===== src/rtl/i2c_slave_core.sv =====
// i2c_slave_core: bit-level I2C slave engine (sync, filter, START/STOP, addr, RX/TX, ACK).
// Optional general call (address byte 8'h00) enabled by defining I2C_SLAVE_GENERAL_CALL_EN.
module i2c_slave_core #(
    parameter int FILTER_LEN = 3
) (
    input  logic       clk,
    input  logic       reset,
    input  logic       scl_in,
    input  logic       sda_in,
    output logic       sda_oe,
    input  logic [6:0] address,
    input  logic [7:0] datasend,
    output logic       sended,
    output logic [7:0] datareceive,
    output logic       received
);

    typedef enum logic [2:0] {
        IDLE, ADDR, ADDR_ACK, RX, RX_ACK, TX, TX_ACK, IGNORE
    } state_t;

    state_t state, state_n;

    logic [1:0] scl_sync, sda_sync;
    logic [FILTER_LEN-2:0] scl_hist, sda_hist;
    logic [FILTER_LEN-1:0] scl_win, sda_win;
    logic scl_f, sda_f, scl_d, sda_d;
    logic scl_rise, scl_fall, start, stop;

    logic [3:0] bitcnt, bitcnt_n;
    logic [7:0] shift, shift_n;
    logic [7:0] txsh, txsh_n;
    logic       rw, rw_n;
    logic       oe_n, rcv_n, snd_n;
    logic [7:0] drx_n;
    logic       gen_call, match, rw_in, load;

    // Filter window includes the newest synchronized sample
    assign scl_win = {scl_hist, scl_sync[1]};
    assign sda_win = {sda_hist, sda_sync[1]};

    // Synchronize pads, then accept a level only after FILTER_LEN equal samples
    always_ff @(posedge clk) begin
        if (!reset) begin
            scl_sync <= 2'b11;
            sda_sync <= 2'b11;
            scl_hist <= '1;
            sda_hist <= '1;
            scl_f    <= 1'b1;
            sda_f    <= 1'b1;
            scl_d    <= 1'b1;
            sda_d    <= 1'b1;
        end else begin
            scl_sync <= {scl_sync[0], scl_in};
            sda_sync <= {sda_sync[0], sda_in};
            scl_hist <= scl_win[FILTER_LEN-2:0];
            sda_hist <= sda_win[FILTER_LEN-2:0];
            if (&scl_win)
                scl_f <= 1'b1;
            else if (~|scl_win)
                scl_f <= 1'b0;
            if (&sda_win)
                sda_f <= 1'b1;
            else if (~|sda_win)
                sda_f <= 1'b0;
            scl_d <= scl_f;
            sda_d <= sda_f;
        end
    end

    assign scl_rise = scl_f & ~scl_d;
    assign scl_fall = ~scl_f & scl_d;
    assign start    = scl_f & scl_d & sda_d & ~sda_f;
    assign stop     = scl_f & scl_d & ~sda_d & sda_f;

`ifdef I2C_SLAVE_GENERAL_CALL_EN
    assign gen_call = ({shift[6:0], sda_f} == 8'h00);
`else
    assign gen_call = 1'b0;
`endif

    assign match = (shift[6:0] == address) | gen_call;
    assign rw_in = sda_f & ~gen_call;
    // Reload the TX byte at the fall that ends an address ACK (read) or a master ACK
    assign load  = scl_fall & ~start & ~stop &
                   (((state == ADDR_ACK) & sda_oe & rw) |
                    ((state == TX_ACK) & (bitcnt == 4'd9)));

    // State register
    always_ff @(posedge clk) begin
        if (!reset)
            state <= IDLE;
        else
            state <= state_n;
    end

    // Next-state decode; START/STOP override any bit activity
    always_comb begin
        state_n = state;
        if (stop) begin
            state_n = IDLE;
        end else if (start) begin
            state_n = ADDR;
        end else begin
            unique case (state)
                ADDR:
                    if (scl_rise && bitcnt == 4'd7)
                        state_n = match ? ADDR_ACK : IGNORE;
                ADDR_ACK:
                    if (scl_fall && sda_oe)
                        state_n = rw ? TX : RX;
                RX:
                    if (scl_rise && bitcnt == 4'd7)
                        state_n = RX_ACK;
                RX_ACK:
                    if (scl_fall && sda_oe)
                        state_n = RX;
                TX:
                    if (scl_fall && bitcnt == 4'd8)
                        state_n = TX_ACK;
                TX_ACK:
                    if (scl_rise && sda_f)
                        state_n = IGNORE;
                    else if (load)
                        state_n = TX;
                default: ;
            endcase
        end
    end

    // Datapath and output decode: shifting, ACK drive, TX load, strobes
    always_comb begin
        bitcnt_n = bitcnt;
        shift_n  = shift;
        txsh_n   = txsh;
        rw_n     = rw;
        oe_n     = sda_oe;
        drx_n    = datareceive;
        rcv_n    = 1'b0;
        snd_n    = 1'b0;
        if (stop || start) begin
            oe_n     = 1'b0;
            bitcnt_n = 4'd0;
        end else begin
            unique case (state)
                ADDR:
                    if (scl_rise) begin
                        shift_n  = {shift[6:0], sda_f};
                        bitcnt_n = bitcnt + 4'd1;
                        if (bitcnt == 4'd7) begin
                            rw_n     = rw_in;
                            bitcnt_n = 4'd0;
                        end
                    end
                ADDR_ACK, RX_ACK:
                    if (scl_fall)
                        oe_n = ~sda_oe;
                RX:
                    if (scl_rise) begin
                        shift_n  = {shift[6:0], sda_f};
                        bitcnt_n = bitcnt + 4'd1;
                        if (bitcnt == 4'd7) begin
                            drx_n    = {shift[6:0], sda_f};
                            rcv_n    = 1'b1;
                            bitcnt_n = 4'd0;
                        end
                    end
                TX:
                    if (scl_fall) begin
                        if (bitcnt == 4'd8) begin
                            oe_n = 1'b0;
                        end else begin
                            oe_n     = ~txsh[6];
                            txsh_n   = {txsh[6:0], 1'b0};
                            bitcnt_n = bitcnt + 4'd1;
                        end
                    end
                TX_ACK:
                    if (scl_rise && !sda_f)
                        bitcnt_n = 4'd9;
                default:
                    oe_n = 1'b0;
            endcase
            if (load) begin
                txsh_n   = datasend;
                oe_n     = ~datasend[7];
                bitcnt_n = 4'd1;
                snd_n    = 1'b1;
            end
        end
    end

    // Register datapath state and outputs
    always_ff @(posedge clk) begin
        if (!reset) begin
            bitcnt      <= 4'd0;
            shift       <= 8'h00;
            txsh        <= 8'h00;
            rw          <= 1'b0;
            sda_oe      <= 1'b0;
            datareceive <= 8'h00;
            received    <= 1'b0;
            sended      <= 1'b0;
        end else begin
            bitcnt      <= bitcnt_n;
            shift       <= shift_n;
            txsh        <= txsh_n;
            rw          <= rw_n;
            sda_oe      <= oe_n;
            datareceive <= drx_n;
            received    <= rcv_n;
            sended      <= snd_n;
        end
    end

endmodule


===== config.mk =====
export PLATFORM = sky130hd
export DESIGN_NAME = i2c_slave_core
export DESIGN_NICKNAME = d
export VERILOG_FILES = /design/src/rtl/i2c_slave_core.sv
export SDC_FILE = /design/constraint.sdc
export NUM_CORES = 1
export LEC_CHECK = 0
export ABC_AREA = 1
export BUFFER_PORTS_ARGS = -buffer_cell sky130_fd_sc_hd__buf_2
export CORE_ASPECT_RATIO = 1.4
export CORE_MARGIN = 2
export CORE_UTILIZATION = 59
export CTS_BUF_LIST = sky130_fd_sc_hd__clkbuf_8
export CTS_CLUSTER_DIAMETER = 100
export DETAILED_ROUTE_END_ITERATION = 6
export PLACE_DENSITY = 0.8
export SETUP_SLACK_MARGIN = 0.15
export SYNTH_ARGS = -nofsm -noshare
export SYNTH_HDL_FRONTEND = slang
export SYNTH_SLANG_ARGS = --single-unit

===== constraint.sdc =====
create_clock -name clk -period 1.6 [get_ports clk]
set_input_delay 0 -clock clk [delete_from_list [all_inputs] [get_ports clk]]
set_output_delay 0 -clock clk [all_outputs]
set_load 0.1 [all_outputs]

==> results of run 1 <==
==> layout by cell type, fill, tap and decap left out, types with 2 or more instances in the layout <==
cell type,synthesis,final
nand2_1,83,75
dfxtp_1,45,37
inv_1,36,30
buf_2,0,29
buf_4,0,21
a21oi_1,22,20
nor2_1,22,18
nand3_1,22,17
o21ai_0,16,13
nand2_2,3,9
dlygate4sd3_1,0,9
or2_2,8,8
nor2_2,2,6
a31oi_1,6,6
dfxtp_4,0,6
nand3_2,1,5
clkbuf_8,0,5
inv_2,0,4
nor3_1,6,4
inv_6,1,3
nor3_2,1,3
o21ai_2,1,3
buf_6,1,3
inv_4,0,2
nand2_4,0,2
nor2_4,2,2
a21oi_2,0,2
o21bai_1,2,2
o211ai_1,2,2
ha_4,0,2
dfxtp_2,0,2
bufinv_16,0,2
==> final cells by class <==
type / instances / area (sq um)
clock inverter: 3 / 68.8
timing repair buffer: 62 / 427
inverter: 39 / 165
sequential: 45 / 926
fill: 220 / 537
tap: 40 / 50.0
clock buffer: 5 / 68.8
multi-input combinational: 211 / 1170
==> critical path: stages (launching register included) <==
cell and delay, ps:
dfxtp_4 380, inv_4 70, ha_2 190, nand2_2 80
nand2_2 90, nor2_2 40, buf_4 160, nor2_4 190
nand2_1 90, a31oi_1 160
==> per-layer routing <==
metal / up-vias / global-route usage, %
met5: - / 0
met4: 0 / 13.1
met3: 32 / 5.75
met2: 92 / 50.0
met1: 1029 / 28.1
li1: 1101 / -
==> power by group <==
group          internal [mW]  switching (mW)
logic                  0.498           0.777
registers               1.23           0.114
clock network          0.629           0.424
total                   2.35            1.31
==> worst paths after layout <==
check              startpoint          end  slack (ps)  cells past startpoint
setup / recovery    bitcnt[1]      txsh[4]          80                      9
hold / removal          reset        sda_d          50                      3
setup reg to reg    bitcnt[1]      txsh[4]          80                      9
hold reg to reg   scl_sync[0]  scl_sync[1]         420                      1
==> through the flow <==
step | total power [mW] | cell area [sq um] | setup slack (ps) | util (%) | TNS, ps
final | 3.67 | 2870 | 76.9 | 84.3 | 0
after global placement | 2.29 | 2400 | 81.8 | 70.4 | 0
after detailed placement | 2.31 | 2400 | 25.2 | 70.4 | 0
after floorplan | 2.04 | 2130 | 165 | - | 0
after global routing | 3.83 | 2870 | -5.33 | 84.3 | -5.33
after CTS | 3.39 | 2680 | 123 | 78.7 | 0
==> flip-flops by register name, indices dropped and copies added (netlist names) <==
signal	count
datareceive	8
shift	7
txsh	7
bitcnt	4
state	3
scl_hist	2
scl_sync	2
sda_hist	2
sda_sync	2
received	1
rw	1
rw_in	1
scl_d	1
scl_f	1
sda_d	1
sda_oe	1
sended	1
==> timing repair <==
action                     in CTS  in global routing
hold buffers                    9                  0
hold endpoints to repair        9                  0
setup endpoints to repair      15                 18
gates resized for setup        16                 44
pin swaps                       8                 18
buffers inserted                3                  7
==> kinds of logic after synthesis <==
kind of cell | share of synthesized area [%]
adders and majority gates | 1.77
DFF | 42.5
and+or+nand+nor | 33.0
buffers and inverters | 8.43
xor gates and xnor gates | 0.413
AOI/OAI and AO/OA | 14.0
==> impl_summary.log, run 1 <==
INFO  metric skew = 7.88 ps
INFO  metric dr.first_iter.drc_count = 99
INFO  metric ant_diodes = 0
INFO  metric detailed_place_hpwl = 3480 um
INFO  metric setup.worst_path.class = flop to flop
INFO  metric initial_core_util = 62.2%
INFO  metric floorplan.die_area = 4100 sq um
INFO  metric grt_overflow = 0
INFO  metric met3_length = 320 um
INFO  metric track_usage = 27.2%
INFO  metric tritoncts.num_buffers = 5
INFO  metric ys_top_cells_by_count = nand2_1, dfxtp_1, inv_1
INFO  metric period_minus_slack = 1520 ps
INFO  metric dp_cells = 378
INFO  metric grt_antenna_before_repair = 0
INFO  metric worst_ir_drop_vdd = 1.06 mV
INFO  metric core-area = 3410 sq um
INFO  metric routed-via-count = 2254
INFO  metric yosys_warnings = 0
INFO  metric grt_pass1_wl = 8110 um
INFO  metric ys_ff_latch = 45
INFO  metric timing_worst_slew_pin_value = 487 ps
INFO  metric clk_pin_slew = 90 ps
INFO  metric synth-async-reset-ratio = 0%
INFO  metric yosysUniqueCellTypes = 33
INFO  metric cp_data_required_time = 1830 ps
INFO  metric cts_root_buf = clkbuf_8
INFO  metric die_y = 75.0 um
INFO  metric final_count_of_hold_timing_violations = 0
INFO  metric clock_tree.htree_level_count = 2
INFO  metric most_frequently_used_flop_master_after_synthesis = dfxtp_1
INFO  metric final_layout_size_suffix_gt1_share = 33.7%
INFO  metric drt-pass1-iter-count = 4
INFO  metric critical_path.max_fanout = 7
INFO  metric io_buffers = 29
INFO  metric fin_nets = 386
INFO  metric synth-edff-count = 0
INFO  metric post_drt_via_cell_ratio = 5.57
INFO  metric final-instance-count-excl-fill = 405
INFO  metric synthMostInstantiatedCell = nand2_1
INFO  metric yosys.area.top_type = dfxtp_1
INFO  metric cts.path.max_buffers = 2
INFO  metric ys_seq_area_share = 42.5%
INFO  metric netlist.area_leader.share = 42.5%
INFO  metric postSynthCellCount = 300
INFO  metric synthToLayoutAreaGrowth = 35.4%
INFO  metric worst_slew_margin_rel = 67.7%
INFO  metric power.density = 1280 nW/um^2
INFO  metric die_x = 54.7 um
INFO  metric post-route-drc-count = 0
INFO  metric wl_per_cell = 14.0 um
INFO  metric grt_pass1_vias = 1912
INFO  metric mappedNetlistArea = 2120 sq um
INFO  metric drtAntennaViolNets = 0
INFO  metric synth.avg_cell_area = 7.07 sq um
INFO  metric leakagePower = 1.26 nW
INFO  metric maximum_number_of_pins_on_one_net_before_global_route_repair = 25
INFO  metric fin_worst_hold_slack = 48.5 ps
INFO  metric clkSinkCount = 45
INFO  metric critPathLaunchType = flop
INFO  metric postRouteWirelength = 5670 um
INFO  metric routedLengthMet1 = 2100 um
INFO  metric timing_max_transition_violations_final = 0
INFO  metric grt_setup_unrepaired = true
INFO  metric synth_fp_nets = 322
INFO  metric num_rows = 25
INFO  metric insertion_delay = 310 ps
INFO  metric top_layer_used = met4
INFO  metric tritoncts = built
INFO  metric final.period_utilization = 95.2%
INFO  metric path_category_of_the_worst_min_delay_check = input pin to flop
INFO  metric pin_count = 30
INFO  metric max_clock_freq = 657 MHz
INFO  metric setup_viol = 0
INFO  metric critical_path_arrival = 1760 ps
INFO  metric result_of_the_run = complete, no violations
INFO  metric setup.worst_path.end_class = flop
INFO  metric cap_viol_max_count = 0
INFO  metric met2RoutedLength = 2970 um
INFO  metric globalplace.congestion = 0.973
INFO  metric synthTopCellsByArea = dfxtp_1, nand2_1, inv_1
No activity file was read; power rests on OpenSTA's default activity.
==> run 2, diff against run 1 <==
--- a/config.mk
+++ b/config.mk
@@ -9,11 +9,11 @@
 export BUFFER_PORTS_ARGS = -buffer_cell sky130_fd_sc_hd__buf_2
 export CORE_ASPECT_RATIO = 1.4
 export CORE_MARGIN = 2
-export CORE_UTILIZATION = 59
+export CORE_UTILIZATION = 54
 export CTS_BUF_LIST = sky130_fd_sc_hd__clkbuf_8
 export CTS_CLUSTER_DIAMETER = 100
 export DETAILED_ROUTE_END_ITERATION = 6
-export PLACE_DENSITY = 0.8
+export PLACE_DENSITY = 0.74
 export SETUP_SLACK_MARGIN = 0.15
 export SYNTH_ARGS = -nofsm -noshare
 export SYNTH_HDL_FRONTEND = slang
==> run 2 against run 1 <==
  * Sequential share of layout area decreased by 0.73 points
  * Largest power group unchanged
  * Sequential power hardly changed
  * Via count decreased by 4.4%
  * Power decreased by 0.77%
  * Fmax up 1.7%
  * Sequential cell count unchanged
==> impl_summary.log, run 2 (same netlist as run 1, synthesis figures left out) <==
INFO  metric result_of_the_run = complete, no violations
INFO  metric p_sw_share = 35.7%
INFO  metric track_usage = 23.4%
INFO  metric mostFrequentLayoutCells = nand2_1, dfxtp_1, inv_1, buf_2, buf_4
INFO  metric use_met2 = 43.1%
INFO  metric grt-busiest-layer = met2
INFO  metric fin_worst_hold_slack = 54.8 ps
INFO  metric floorplan.die_area = 4450 sq um
INFO  metric final.period_utilization = 93.6%
INFO  metric largest_register_ffs = 8
INFO  metric tritoncts = built
INFO  metric period_minus_slack = 1500 ps
INFO  metric grt_pass1_vias = 1951
INFO  metric layout.cells.most_common = nand2_1
INFO  metric crit_chain = ha_4 > nand2_4 > nor2_4 > nand2_2 > nand2_2 > nand3_2 > nor2_4 > nand2_2 > nand2_2 > nand2_1 > nor2_1
INFO  metric post-route-cell-area = 2960 sq um
INFO  metric grt_antenna_before_repair = 0
INFO  metric setup.worst_path.end_class = flop
INFO  metric critical_path_arrival = 1730 ps
INFO  metric initial_core_util = 55.1%
INFO  metric grtUsageMet1 = 25.9%
INFO  metric cp_top_family = simple AND/OR/NAND/NOR gates
INFO  metric drtAntennaViolNets = 0
INFO  metric groute.layer.met3.usage = 4.45%
INFO  metric worst_path_most_repeated_cell = nand2_2
INFO  metric drt-pass1-iter-count = 4
INFO  metric core-area = 3850 sq um
INFO  metric comb_power_share = 34.8%
INFO  metric max_clock_freq = 668 MHz
INFO  metric num_rows = 27
INFO  metric die_y = 78.2 um
INFO  metric timing_worst_slew_pin_value = 489 ps
INFO  metric clock_tree.htree_level_count = 2
INFO  metric cts.path.max_buffers = 2
INFO  metric worst-path-buf-inv = 0
INFO  metric detailed_place_hpwl = 3520 um
INFO  metric path_category_of_the_worst_min_delay_check = input pin to flop
INFO  metric fin_nets = 387
INFO  metric share_seq_of_total_power = 37.3%
INFO  metric ant_diodes = 0
INFO  metric wl_per_cell = 13.2 um
INFO  metric cell_internal_pwr = 2.34 mW
INFO  metric power.total = 3.64 mW
INFO  metric largest-register = datareceive
INFO  metric dp_cells = 381
INFO  metric grt_setup_unrepaired = true
INFO  metric postRouteWirelength = 5390 um
INFO  metric worst_ir_drop_vdd = 1.46 mV
INFO  metric cp_data_required_time = 1830 ps
INFO  metric crit_path_top_delay_cell = dfxtp_4
INFO  metric clk_pin_slew = 80 ps
INFO  metric critPathLaunchType = flop
INFO  metric insertion_delay = 300 ps
INFO  metric die_x = 57.0 um
INFO  metric grt_pass1_wl = 8320 um
INFO  metric final-instance-count-excl-fill = 409
INFO  metric top_regs = datareceive (8), shift (7), txsh (7)
INFO  metric final_count_of_hold_timing_violations = 0
INFO  metric maximum_number_of_pins_on_one_net_before_global_route_repair = 25
INFO  metric placed_cell_area = 2400 sq um
INFO  metric final_layout_size_suffix_gt1_share = 37.7%
INFO  metric setup_viol = 0
INFO  metric grt_overflow = 0
INFO  metric post_drt_via_cell_ratio = 5.27
INFO  metric power_frac_clock = 27.9%
INFO  metric pin_count = 30
INFO  metric tritoncts.num_buffers = 5
INFO  metric clkSinkCount = 45
INFO  metric cts_root_buf = clkbuf_8
INFO  metric cap_viol_max_count = 0
INFO  metric dr.first_iter.drc_count = 75
INFO  metric post-route-drc-count = 0
INFO  metric slowest_delay = 390 ps
INFO  metric power.density = 1230 nW/um^2
INFO  metric critical_path.max_fanout = 6
INFO  metric worst_slew_margin_rel = 67.6%
INFO  metric power_switching = 1.30 mW
INFO  metric setup.worst_path.class = flop to flop
INFO  metric io_buffers = 29
INFO  metric routed-via-count = 2155
INFO  metric synthToLayoutAreaGrowth = 39.6%
INFO  metric skew = 7.35 ps
INFO  metric leakagePower = 1.29 nW
INFO  metric timing_max_transition_violations_final = 0
INFO  metric globalplace.congestion = 0.956
==> run 2: cell types whose count changed in the layout (fill, tap and decap cells not counted), moves of 3 or more <==
| cell | before | now |
|---|---|---|
| dfxtp_2 | 2 | 5 |
| nand3_2 | 5 | 9 |
| nor2_4 | 2 | 6 |
| nand3_1 | 17 | 13 |
| dfxtp_1 | 37 | 33 |
| nor2_1 | 18 | 15 |
| nand2_1 | 75 | 72 |
==> run 2: area by class of cell <==
class | count | area, sq um
repair buffers | 63 | 440
flip-flops and latches | 45 | 933
well taps | 43 | 53.8
fillers | 279 | 888
clock buffers | 5 | 68.8
clock inverters | 3 | 68.8
inverters | 39 | 164
multi-input cells | 211 | 1230
==> run 2: what timing repair did <==
item | 4_1_cts | 5_1_grt
setup buffers | 5 | 5
pin swaps | 10 | 33
setup endpoints to repair | 23 | 25
gates resized for setup | 19 | 62
hold buffers | 10 | 0
hold endpoints to repair | 11 | 0
==> run 2: per-layer routing <==
metal | part of all wire (%) | routed length [um] | vias to the layer above
li1 | - | - | 1096
met2 | 56 | 3000 | 67
met3 | 4.2 | 226 | 10
met4 | 1.8 | 99 | 0
met1 | 38 | 2060 | 982
met5 | 0 | 0 | -
==> run 2: power groups by stage <==
stage,Combinational (mW),Clock [mW],Sequential [mW]
after floorplan,0.690,0,1.35
after global placement,0.968,0,1.30
after detailed placement,0.972,0,1.31
after CTS,1.02,1.03,1.31
after global routing,1.38,1.07,1.37
final,1.27,1.02,1.36
==> run 2: through the flow <==
stage | TNS (ps) | util [%] | setup slack, ps
floorplan | 0 | - | 165
global placement | 0 | 62.4 | 17.4
detailed placement | -23.2 | 62.4 | -23.2
CTS | 0 | 70.6 | 110
global route | -15.3 | 76.9 | -15.3
finish | 0 | 76.9 | 102
==> run 2: final timing paths <==
check                           cells past startpoint        start           to  slack, ps
worst max-delay path                               11    bitcnt[0]     state[2]        100
worst min-delay path                                4  datasend[7]       sda_oe         50
worst min register to register                      1  scl_sync[0]  scl_sync[1]        420
worst max register to register                     11    bitcnt[0]     state[2]        100
==> run 2: tightest hold or removal path, cell delays in order <==
cell	delay [ps]
buf_2	80
nor2_1	40
nor3_2	140
nor2_1	60
==> run 3, diff against run 2 <==
==> constraint.sdc (replaced) <==
create_clock -name clk -period 1.5 [get_ports clk]
set_input_delay 0 -clock clk [delete_from_list [all_inputs] [get_ports clk]]
set_output_delay 0 -clock clk [all_outputs]
set_load 0.1 [all_outputs]
==> run 3 against run 2 <==
  * The flow now finishes with violations (setup timing)
  * Sequential cell count did not move
  * Cell count rose by 4.6%
  * Non-clock buffer count rose by 17
  * Worst setup slack got worse by 180 ps
  * Sequential power rose by 8%
  * Global-route usage rose by 1.6 points
  * Hold slack improved by 6.4 ps
  * Wire length rose by 40%
  * Clock power rose by 9%
  * Critical path depth fell by 3
  * Clock skew fell by 2.1 ps
  * Critical path type unchanged
  * Critical endpoint unchanged
  * Largest power group is now combinational logic
==> impl_summary.log, run 3 (same netlist as run 1, synthesis figures left out) <==
INFO  metric result_of_the_run = finished, violations left
INFO  metric violations = setup timing
INFO  metric critPathLaunchType = flop
INFO  metric path_depth_of_the_worst_reg2reg_path = 8
INFO  metric power_switching = 1.74 mW
INFO  metric globalplace.congestion = 0.915
INFO  metric maximum_number_of_pins_on_one_net_before_global_route_repair = 25
INFO  metric dr.first_iter.drc_count = 215
INFO  metric postRouteWirelength = 7550 um
INFO  metric power_frac_clock = 24.8%
INFO  metric drt-pass1-iter-count = 5
INFO  metric drtAntennaViolNets = 0
INFO  metric setup_viol = 5
INFO  metric floorplan.die_area = 4450 sq um
INFO  metric cts.path.max_buffers = 2
INFO  metric tritoncts.num_buffers = 5
INFO  metric critical_path.max_fanout = 5
INFO  metric pin_count = 30
INFO  metric post_drt_via_cell_ratio = 5.85
INFO  metric largest_register_ffs = 8
INFO  metric critical_path_arrival = 1780 ps
INFO  metric largest-register = datareceive
INFO  metric final_count_of_hold_timing_violations = 0
INFO  metric final.period_utilization = 105%
INFO  metric power.density = 1330 nW/um^2
INFO  metric num_rows = 27
INFO  metric hold_depth = 4
INFO  metric grt_pass1_vias = 2130
INFO  metric synthToLayoutAreaGrowth = 58.9%
INFO  metric leakagePower = 1.43 nW
INFO  metric die_y = 78.2 um
INFO  metric io_buffers = 29
INFO  metric timing_max_transition_violations_final = 0
INFO  metric clkSinkCount = 45
INFO  metric share_seq_of_total_power = 32.8%
INFO  metric grt_pass1_wl = 8850 um
INFO  metric setup_ws = -80.1 ps
INFO  metric grt_antenna_before_repair = 0
INFO  metric clock_tree.htree_level_count = 2
INFO  metric wl_per_cell = 17.6 um
INFO  metric insertion_delay = 300 ps
INFO  metric post_placement_setup_slack = -66.4 ps
INFO  metric tritoncts = built
INFO  metric skew = 5.28 ps
INFO  metric slowest_delay = 410 ps
INFO  metric worst_path_most_repeated_cell = nor2_1
INFO  metric max_clock_freq = 633 MHz
INFO  metric cell_internal_pwr = 2.74 mW
INFO  metric ant_diodes = 0
INFO  metric setup.worst_path.end_class = flop
INFO  metric cap_viol_max_count = 0
INFO  metric fin_nets = 406
INFO  metric track_usage = 25.0%
INFO  metric clk_pin_slew = 90 ps
INFO  metric cp_data_required_time = 1700 ps
INFO  metric grt_overflow = 0
INFO  metric initial_core_util = 55.1%
INFO  metric post-route-drc-count = 0
INFO  metric worst_ir_drop_vdd = 1.36 mV
INFO  metric routed-via-count = 2502
INFO  metric core-area = 3850 sq um
INFO  metric final_layout_size_suffix_gt1_share = 50.6%
INFO  metric die_x = 57.0 um
INFO  metric layout.cells.most_common = nand2_1
INFO  metric final-instance-count-excl-fill = 428
INFO  metric dp_cells = 386
INFO  metric path_category_of_the_worst_min_delay_check = input pin to flop
INFO  metric worst_slew_margin_rel = 66.9%
INFO  metric comb_power_share = 42.4%
INFO  metric period_minus_slack = 1580 ps
INFO  metric crit_path_top_delay_cell = dfxtp_4
INFO  metric setup_total_negative_slack = -218 ps
INFO  metric setup.worst_path.class = flop to flop
INFO  metric cts_root_buf = clkbuf_8
INFO  metric fillCellCount = 198
INFO  metric detailed_place_hpwl = 3500 um
INFO  metric mostFrequentLayoutCells = nand2_1, dfxtp_1, buf_2, buf_4, inv_1
INFO  metric crit_chain = inv_6 > nand3_2 > clkinv_2 > buf_4 > nor4_2 > nand2_1 > nor2_1 > nor2_1
INFO  metric grt_setup_unrepaired = true
INFO  metric timing_worst_slew_pin_value = 500 ps
INFO  metric p_sw_share = 38.9%
INFO  metric top_regs = datareceive (8), shift (7), txsh (7)
run 3: changes by cell type in the layout (fill, tap and decap cells not counted), sizes merged:
cell and change:
clkinv +1, buf +17, nand2 +1
run 3: metrics by stage:
stage | power (mW) | instance area (sq um) | hold WS [ps] | util, %
final | 4.48 | 3370 | 61.2 | 87.6
after global routing | 4.66 | 3370 | 66.2 | 87.6
after detailed placement | 2.54 | 2450 | 190 | 63.7
after floorplan | 2.20 | 2140 | 107 | -
after CTS | 3.82 | 2850 | 26.1 | 74.0
after global placement | 2.54 | 2450 | 185 | 63.7
run 3: per-layer routing:
metal  wire (um)  global-route usage [%]  vias to the layer above
met5           0                       0                        -
met4         403                    13.7                        0
met3         323                    3.79                       33
met2        4120                    46.8                      123
met1        2700                    25.7                     1209
li1            -                       -                     1137
run 3: worst paths after layout:
| check | endpoint | startpoint | slack, ps |
|---|---|---|---|
| min | sda_oe | datasend[7] | 60 |
| max | state[2] | state[0] | -80 |
| max reg2reg | state[2] | state[0] | -80 |
| min reg2reg | scl_sync[1] | scl_sync[0] | 440 |
run 3: worst max-delay path, delay by kind of cell, from the launching register on:
family                 cells  cell delay [ps]
AND/OR/NAND/NOR            5              720
buffers and inverters      3              350
flip-flops                 1              410
run 3: final cells by class:
class	instances	area, sq um	share of cell area [%]
timing repair buffer	80	598	17.7
tap	43	53.8	1.60
sequential	45	931	27.6
timing repair inverter	1	6.26	0.186
clock buffer	5	68.8	2.04
inverter	39	179	5.31
clock inverter	3	68.8	2.04
multi-input combinational	212	1470	43.5
run 3: power groups by stage:
stage	combinational [mW]	sequential [mW]	clock, mW
CTS	1.31	1.39	1.12
global route	2.01	1.48	1.17
global placement	1.14	1.39	0
detailed placement	1.15	1.39	0
floorplan	0.754	1.45	0
finish	1.90	1.47	1.11
run 3: repair_timing:
item	4_1_cts	5_1_grt
hold buffers	10	0
pin swaps	18	34
cloned	1	1
resized for setup	28	116
buffers inserted	8	14
endpoints found under the hold margin	11	0
endpoints found under the setup margin	24	31
